--- config.mk ---
export PLATFORM = sky130hd
export DESIGN_NAME = bw_mult_seq
export DESIGN_NICKNAME = d
export VERILOG_FILES = /design/src/rtl/bw_mult_pkg.sv /design/src/rtl/bw_pp_row.sv /design/src/rtl/bw_mult_seq.sv
export SDC_FILE = /design/constraint.sdc
export NUM_CORES = 1
export LEC_CHECK = 0
export CAP_MARGIN = 40
export CORE_MARGIN = 2
export CORE_UTILIZATION = 40
export DETAILED_ROUTE_END_ITERATION = 8
export DONT_BUFFER_PORTS = 1
export GPL_TIMING_DRIVEN = 1
export REMOVE_ABC_BUFFERS = 1
export SLEW_MARGIN = 5
export SYNTH_ARGS = -nofsm -noshare
export SYNTH_HDL_FRONTEND = slang
export SYNTH_HIERARCHICAL = 1
export SYNTH_SLANG_ARGS = --single-unit
--- constraint.sdc ---
create_clock -name clk -period 7.1 [get_ports clk]
set_input_delay 1.065 -clock clk [delete_from_list [all_inputs] [get_ports clk]]
set_output_delay 1.065 -clock clk [all_outputs]
set_load 0.01 [all_outputs]
--- src/rtl/bw_mult_pkg.sv ---
// Shared types and helpers for the sequential Baugh-Wooley multiplier (bw_mult_seq).
package bw_mult_pkg;

    typedef enum logic [1:0] {
        IDLE = 2'd0,
        BUSY = 2'd1,
        DONE = 2'd2
    } state_t;

    localparam int unsigned BW_MAXW = 128;

    // Correction word: ones at column n and column 2n-1; callers slice the low 2n bits.
    function automatic logic [BW_MAXW-1:0] bw_const(input int unsigned n);
        logic [BW_MAXW-1:0] c;
        c = (BW_MAXW'(1'b1) << n) | (BW_MAXW'(1'b1) << (2 * n - 1));
        return c;
    endfunction

endpackage

--- src/rtl/bw_pp_row.sv ---
// One Baugh-Wooley partial-product row, shifted into place; row 0 also carries the
// correction constant. Low columns are zeroed when APPROX_TRUNC_EN is defined.
module bw_pp_row
    import bw_mult_pkg::*;
#(
    parameter int N     = 8,
    parameter int TRUNC = 2,
    parameter int JW    = 4
) (
    input  logic [N-1:0]   a,
    input  logic           b_bit,
    input  logic [JW-1:0]  j,
    input  logic           sgn,
    output logic [2*N-1:0] row
);

    localparam logic [BW_MAXW-1:0] BWC_FULL = bw_const(N);
    localparam logic [2*N-1:0]     BWC      = BWC_FULL[2*N-1:0];
`ifdef APPROX_TRUNC_EN
    localparam logic [2*N-1:0]     KEEP     = {2*N{1'b1}} << TRUNC;
`else
    // Exact build: every column kept whatever TRUNC is set to.
    localparam logic [2*N-1:0]     KEEP     = {2*N{1'b1}} | ({2*N{1'b1}} << TRUNC);
`endif

    logic [N-1:0]   bits_s;
    logic [2*N-1:0] shifted_s;

    // AND array bits; signed mode inverts the bits where exactly one index is the sign position.
    always_comb begin
        bits_s = {N{1'b0}};
        for (int i = 0; i < N; i++) begin
            bits_s[i] = (a[i] & b_bit) ^ (sgn & ((i == N - 1) ^ (j == JW'(N - 1))));
        end
    end

    assign shifted_s = {{N{1'b0}}, bits_s} << j;
    assign row       = (shifted_s & KEEP) |
                       ((sgn && (j == {JW{1'b0}})) ? BWC : {2*N{1'b0}});

endmodule

--- src/rtl/bw_mult_seq.sv ---
// Sequential N-bit Baugh-Wooley multiplier, one partial-product row per clock, with
// valid/ready handshakes. Define APPROX_TRUNC_EN for the truncated approximate variant.
module bw_mult_seq
    import bw_mult_pkg::*;
#(
    parameter int N     = 8,
    parameter int TRUNC = 2
) (
    input  logic           clk,
    input  logic           rst,
    input  logic           in_valid,
    output logic           in_ready,
    input  logic [N-1:0]   a,
    input  logic [N-1:0]   b,
    input  logic           sgn,
    output logic           out_valid,
    input  logic           out_ready,
    output logic [2*N-1:0] y,
    output logic           busy
);

    localparam int JW = $clog2(N + 1);

    state_t         state_r;
    logic [N-1:0]   a_r;
    logic [N-1:0]   b_sh_r;
    logic           sgn_r;
    logic [2*N-1:0] acc_r;
    logic [2*N-1:0] y_r;
    logic [JW-1:0]  j_r;
    logic           in_ready_r;
    logic           out_valid_r;
    logic           busy_r;
    logic [2*N-1:0] row_s;

    bw_pp_row #(
        .N     (N),
        .TRUNC (TRUNC),
        .JW    (JW)
    ) u_row (
        .a     (a_r),
        .b_bit (b_sh_r[0]),
        .j     (j_r),
        .sgn   (sgn_r),
        .row   (row_s)
    );

    // Control FSM and datapath; rows 0..N-1 are added, then one more cycle publishes y.
    always_ff @(posedge clk or posedge rst) begin
        if (rst) begin
            state_r     <= IDLE;
            a_r         <= {N{1'b0}};
            b_sh_r      <= {N{1'b0}};
            sgn_r       <= 1'b0;
            acc_r       <= {2*N{1'b0}};
            y_r         <= {2*N{1'b0}};
            j_r         <= {JW{1'b0}};
            in_ready_r  <= 1'b1;
            out_valid_r <= 1'b0;
            busy_r      <= 1'b0;
        end else begin
            case (state_r)
                IDLE: begin
                    if (in_valid) begin
                        a_r        <= a;
                        b_sh_r     <= b;
                        sgn_r      <= sgn;
                        acc_r      <= {2*N{1'b0}};
                        j_r        <= {JW{1'b0}};
                        in_ready_r <= 1'b0;
                        busy_r     <= 1'b1;
                        state_r    <= BUSY;
                    end else begin
                        state_r <= IDLE;
                    end
                end
                BUSY: begin
                    if (j_r == JW'(N)) begin
                        y_r         <= acc_r;
                        out_valid_r <= 1'b1;
                        busy_r      <= 1'b0;
                        state_r     <= DONE;
                    end else begin
                        // Carries past bit 2N-1 drop out: modulo-2^(2N) arithmetic.
                        acc_r  <= acc_r + row_s;
                        j_r    <= j_r + JW'(1'b1);
                        b_sh_r <= {1'b0, b_sh_r[N-1:1]};
                    end
                end
                DONE: begin
                    if (out_ready) begin
                        out_valid_r <= 1'b0;
                        in_ready_r  <= 1'b1;
                        state_r     <= IDLE;
                    end else begin
                        state_r <= DONE;
                    end
                end
                default: begin
                    state_r     <= IDLE;
                    in_ready_r  <= 1'b1;
                    out_valid_r <= 1'b0;
                    busy_r      <= 1'b0;
                end
            endcase
        end
    end

    assign in_ready  = in_ready_r;
    assign out_valid = out_valid_r;
    assign y         = y_r;
    assign busy      = busy_r;

endmodule

## Word level (Yosys, flattened, before mapping)

Cells that the tools add are included.

| storage, ports and cells | value |
|---|---|
| register bits | 58 |
| input port bits | 21 |
| output and inout bits | 19 |
| word-level logic and storage cells | 77 |

| operators by class | value |
|---|---|
| add/subtract/negate cells | 2 |
| eq/ne operators | 8 |
| shift operators | 1 |
| multiplexer cells | 23 |
| bitwise logic cells | 23 |
| reduce and logical (&&, ||, !) cells | 10 |

Operator list:

| cell | count |
|---|---|
| $mux W16 | 3 |
| $pmux W16 S2 | 1 |
| $add A16 B16 Y16 | 1 |
| $mux W8 | 2 |
| $or A16 B16 Y16 | 1 |
| $pmux W8 S2 | 1 |
| $shl A8 B4 Y16 | 1 |
| $reduce_and A3 Y1 | 4 |
| $and A1 B1 Y1 | 10 |
| $pmux W1 S3 | 3 |
| $mux W4 | 2 |
| $ne A2 B2 Y1 const B | 4 |
| $pmux W4 S2 | 1 |
| $xor A1 B1 Y1 | 8 |
| $mux W1 | 7 |
| $pmux W2 S3 | 1 |
| $add A4 B1 Y4 const B | 1 |
| $eq A4 B3 Y1 const B | 1 |
| $eq A4 B4 Y1 const B | 1 |
| $logic_not A4 Y1 | 1 |
| $mux W2 | 2 |
| $not A1 Y1 | 4 |
| $reduce_and A2 Y1 | 2 |
| $eq A2 B1 Y1 const B | 1 |
| 4 further kinds | 4 |

## Longest topological paths before layout

| depth | value |
|---|---|
| depth after elaboration | 9 |
| depth in mapped cells | 13 |
| gate-level depth less buffers | 12 |

## By module

The synthesis kept the hierarchy.

Modules (own cells, without submodules):

| module | times used | cells each | area each (µm²) | seq. area each (µm²) |
|---|---|---|---|---|
| bw_mult_seq | 1 | 297 | 3,031.7 | 1,452.6 |
| bw_pp_row | 1 | 113 | 733.2 | 0.0 |

## Worst setup path after synthesis

OpenSTA, ideal clock, no wires.

| timing path | value |
|---|---|
| path type | register to register |
| from | reg j_r[0] |
| to | reg acc_r[15] |
| setup time | 78 ps |
| data arrival time | 3,299 ps |
| required time | 7,022 ps |
| setup slack | 3,723 ps |
| stages on the path, launching flop included | 13 |
| path buffers | 1 |
| clock period less this slack | 3,377 ps |
| path through | dfrtp_1 -> buf_6 -> mux2_4 -> a22o_4 -> and3_1 -> or3_1 -> ha_1 -> nand2_2 -> a2111oi_4 -> a211oi_1 -> or3_4 -> a211oi_2 -> o21bai_1 |

| between the ends | value |
|---|---|
| word-level cells in the longest chain between the ends | 9 |
| elaborated cells between the ends (all ways) | 23 |
| those cells by class | add/sub (1); eq/ne (3); shift (1); mux (3); bitwise (12); reduce/logical (3) |

RTL lines:

| element | line | source |
|---|---|---|
| from (decl) | bw_mult_seq.sv:30 | `logic [JW-1:0] j_r;` |
| from (signal assigned) | bw_mult_seq.sv:57 | `j_r <= {JW{1'b0}};` |
| from (signal assigned) | bw_mult_seq.sv:69 | `j_r <= {JW{1'b0}};` |
| from (signal assigned) | bw_mult_seq.sv:86 | `j_r <= j_r + JW'(1'b1);` |
| $eq A4 B3 Y1 | bw_pp_row.sv:33 | `bits_s[i] = (a[i] & b_bit) ^ (sgn & ((i == N - 1) ^ (j == JW'(N - 1))));` |
| $not A1 Y1 (no line) | n/a |  |
| $and A1 B1 Y1 | bw_pp_row.sv:33 |  |
| $xor A1 B1 Y1 | bw_pp_row.sv:33 |  |
| $shl A8 B4 Y16 * | bw_pp_row.sv:37 | `assign shifted_s = {{N{1'b0}}, bits_s} << j;` |
| $or A16 B16 Y16 * | bw_pp_row.sv:38 | `assign row = (shifted_s & KEEP) \|` |
| named net row_s[10] | bw_mult_seq.sv:34 | `logic [2*N-1:0] row_s;` |
| $add A16 B16 Y16 * | bw_mult_seq.sv:85 | `acc_r <= acc_r + row_s;` |
| $mux W16 * | bw_mult_seq.sv:78 | `if (j_r == JW'(N)) begin` |
| $pmux W16 S2 * | bw_mult_seq.sv:62 | `case (state_r)` |
| to (signal assigned) | bw_mult_seq.sv:55 | `acc_r <= {2*N{1'b0}};` |
| to (signal assigned) | bw_mult_seq.sv:68 | `acc_r <= {2*N{1'b0}};` |
| to (signal assigned) | bw_mult_seq.sv:85 |  |
| to (decl) | bw_mult_seq.sv:28 | `logic [2*N-1:0] acc_r;` |

Mark *: on every way through the listed nets, which the timed path passes. The rest lies on a longest branch. The select of a mux whose other input is x is not followed.
A chain may end at the register's enable or synchronous reset.

## Worst setup path after layout

| timing path | value |
|---|---|
| from | reg j_r[1] |
| to | reg acc_r[15] |

Same word-level chain as after synthesis.

==> summary.txt <==
Status: finished clean
Hold Fails Final Rpt: 0
Initial antenna violation count: 0
Synthesized instance count: 410
Clock skew: 10.1 ps
Initial DRC Count: 209
Detailed Place HPWL: 6.50 mm
CP max FO: 26
Met2 WL: 4.18 mm
Register area share after synthesis: 0.386
Routed wl met3: 344 µm
DRC Markers: 0
Post-synth top flop: dfrtp_1
Setup bufs post-CTS: 0
Vias: 2992
WL per Instance: 17.2 µm
RD Place Congestion: 0.924
H-tree depth: 3
Measured slew at the worst slew-check pin: 858 ps
Comb pwr share: 0.527
Initial Util: 0.409
Synth top area share: 0.379
Drt first pass iters: 4
Final Total Pwr: 2.08 mW
Switching share of power: 0.474
FF+latch count, synth: 58
Met1 wire length: 4.36 mm
Largest net degree at the start of global routing: 59
Clock root cell: clkbuf_8
Boundary Pins: 40
Sequential share of power: 0.334
GRT Residual Overflow: 0
Synthesis-to-finish area growth: 7.68%
F_max: 0.246 GHz
Synthesized cell area: 3760 µm²
Slew Viols, Final: 0
Clock Power Share: 0.139
Tightest Hold Check Type: register to register
Startpoint Class: register
Pre-CTS setup slack: 3080 ps
Total Neg Setup Slack: 0 ps
CTS tree: yes
Die Wd: 101 µm
VDD IR max: 203 µV
Clock-pin slew on the worst setup and hold paths: 80 ps
Vias/cell: 5.71
CP required: 7370 ps
Num CTS Buffers: 9
P_leak: 1.83 nW
Syn_area_per_cell: 9.18 µm²
Psw: 0.985 mW
Relative slew slack: 0.428
Placed inst area: 3860 µm²
Power Dens Cells: 513 nW/µm²
Hold-fix buffer count after cts: 0
Internal: 1.09 mW
Maxcap violations: 0
Die H: 101 µm
Setup slack, reg-to-reg: 3040 ps
Yosys warns: 6
Asr flop ratio synth: 1.00
Core area: 9200 µm²
Vias in the first global route: 2913
Post-synth cell types: 66
Setup-failing EPs final: 0
Clock buffer depth: 2
Worst-skew pair later-pin latency: 340 ps
RSZ-0062 raised after global routing: false
Drt total wl: 9.03 mm
Nets@finish: 447
DR top layer: met4
Final instance area: 4050 µm²
Number of synthesized flops with an enable pin: 0
Non-filler instance count after layout: 524
Crit end category: register
Setup WS post-layout: 3040 ps
Global-route wire length before repair: 14.7 mm
Ratio of cells with drive above 1 in the final layout: 0.150
Setup CP Type: register to register
CP arrival: 4320 ps
Area leader, netlist: dfrtp_1
Port Buffers: 0
Synth area leaders: dfrtp_1 (38%), nand2_1 (7.0%), mux2_2 (5.7%)
Die ar.: 10200 µm²
Post-cts resize count: 0
GRT Total Usage: 0.185
CTS sink count: 58
Minimum clock period: 4060 ps
ANT cells: 0
Placed insts: 508
Remaining antenna violation count: 0
Period utilization: 0.572
Fill count: 912
Num rows: 35
[worst paths after layout]
kind                                        from                    end  depth (start not counted)
hold / removal             b_sh_r[2]$_DFFE_PP0P_  b_sh_r[2]$_DFFE_PP0P_                          2
min in group asynchronous                    rst  b_sh_r[2]$_DFFE_PP0P_                          2
max in group asynchronous                    rst   acc_r[8]$_DFFE_PP0P_                          2
hold reg to reg            b_sh_r[2]$_DFFE_PP0P_  b_sh_r[2]$_DFFE_PP0P_                          2
setup / recovery              j_r[1]$_DFFE_PP0P_  acc_r[15]$_DFFE_PP0P_                         11
setup reg to reg              j_r[1]$_DFFE_PP0P_  acc_r[15]$_DFFE_PP0P_                         11
[stage by stage]
step | utilization | hold WS (ps)
floorplan | - | 450
global placement | 0.418 | 466
detailed placement | 0.420 | 475
CTS | 0.441 | 493
global route | 0.441 | 515
finish | 0.441 | 489
[cells by family (layout without fill, tap and decap cells)]
kind of cell,Yosys count,in the layout,synth area share
adders and majority gates,18,18,0.0618
and+or+nand+nor,144,144,0.184
DFF,58,58,0.386
buffers and inverters,34,37,0.0405
muxes,27,27,0.0794
xor gates and xnor gates,14,14,0.0326
AOI/OAI and AO/OA,115,115,0.216
[registers in the layout (all words and copies together) (netlist names), 2 cells and up]
register and count:
y 16, a_r 8, state_r 2, j_r 4, acc_r 16, b_sh_r 8
[cell usage after synthesis, types with 4 or more instances]
cell type,instances
nor2b_1,5
o211ai_1,5
o21ai_0,33
nand2_1,70
inv_1,14
a21oi_1,21
nand4_1,5
clkbuf_1,11
a211o_1,4
nand3_1,18
a211oi_1,4
nand3b_1,5
nor2_1,17
mux2i_1,7
xor2_1,9
ha_1,17
mux2_2,19
dfrtp_1,57
a21o_1,7
xnor2_1,5
[per-layer routing]
metal  global-route usage  up-vias
met5                    0        -
met4               0.0655        0
met3               0.0451       13
met2                0.298       70
met1                0.243     1431
li1                     -     1478
[cells in the final DEF (no fill, tap or decap), types with 7 or more instances in the layout]
master	n
a21o_1	7
a21oi_1	21
clkbuf_8	11
dfrtp_1	57
ha_1	17
inv_1	13
mux2_2	19
mux2i_1	7
nand2_1	70
nand3_1	18
nor2_1	16
o21ai_0	33
xor2_1	9
[power groups by stage]
stage	clock [mW]	combinational, mW	sequential (mW)
after global placement	0	1.08	0.697
after global routing	0.311	1.24	0.721
final	0.289	1.10	0.694
after CTS	0.297	1.10	0.696
after floorplan	0	0.857	0.638
after detailed placement	0	1.09	0.702
[cell type report]
type | instances | area, µm² | area share
sequential | 58 | 1450 | 0.358
tap | 111 | 139 | 0.0343
clock buffer | 11 | 151 | 0.0373
inverter | 16 | 60.1 | 0.0148
clock inverter | 5 | 38.8 | 0.00957
timing repair buffer | 5 | 45.0 | 0.0111
multi-input combinational | 318 | 2170 | 0.535
[worst max-delay path, cell delays in order (launching register included)]
cell	delay, ps
dfrtp_1	830
clkinv_1	460
a22o_4	370
and3_1	150
or3_1	380
ha_1	400
nand2_2	130
a2111oi_4	390
a211oi_1	140
or3_4	390
a211oi_2	210
o21bai_1	130
No activity file was read; power rests on OpenSTA's default activity.
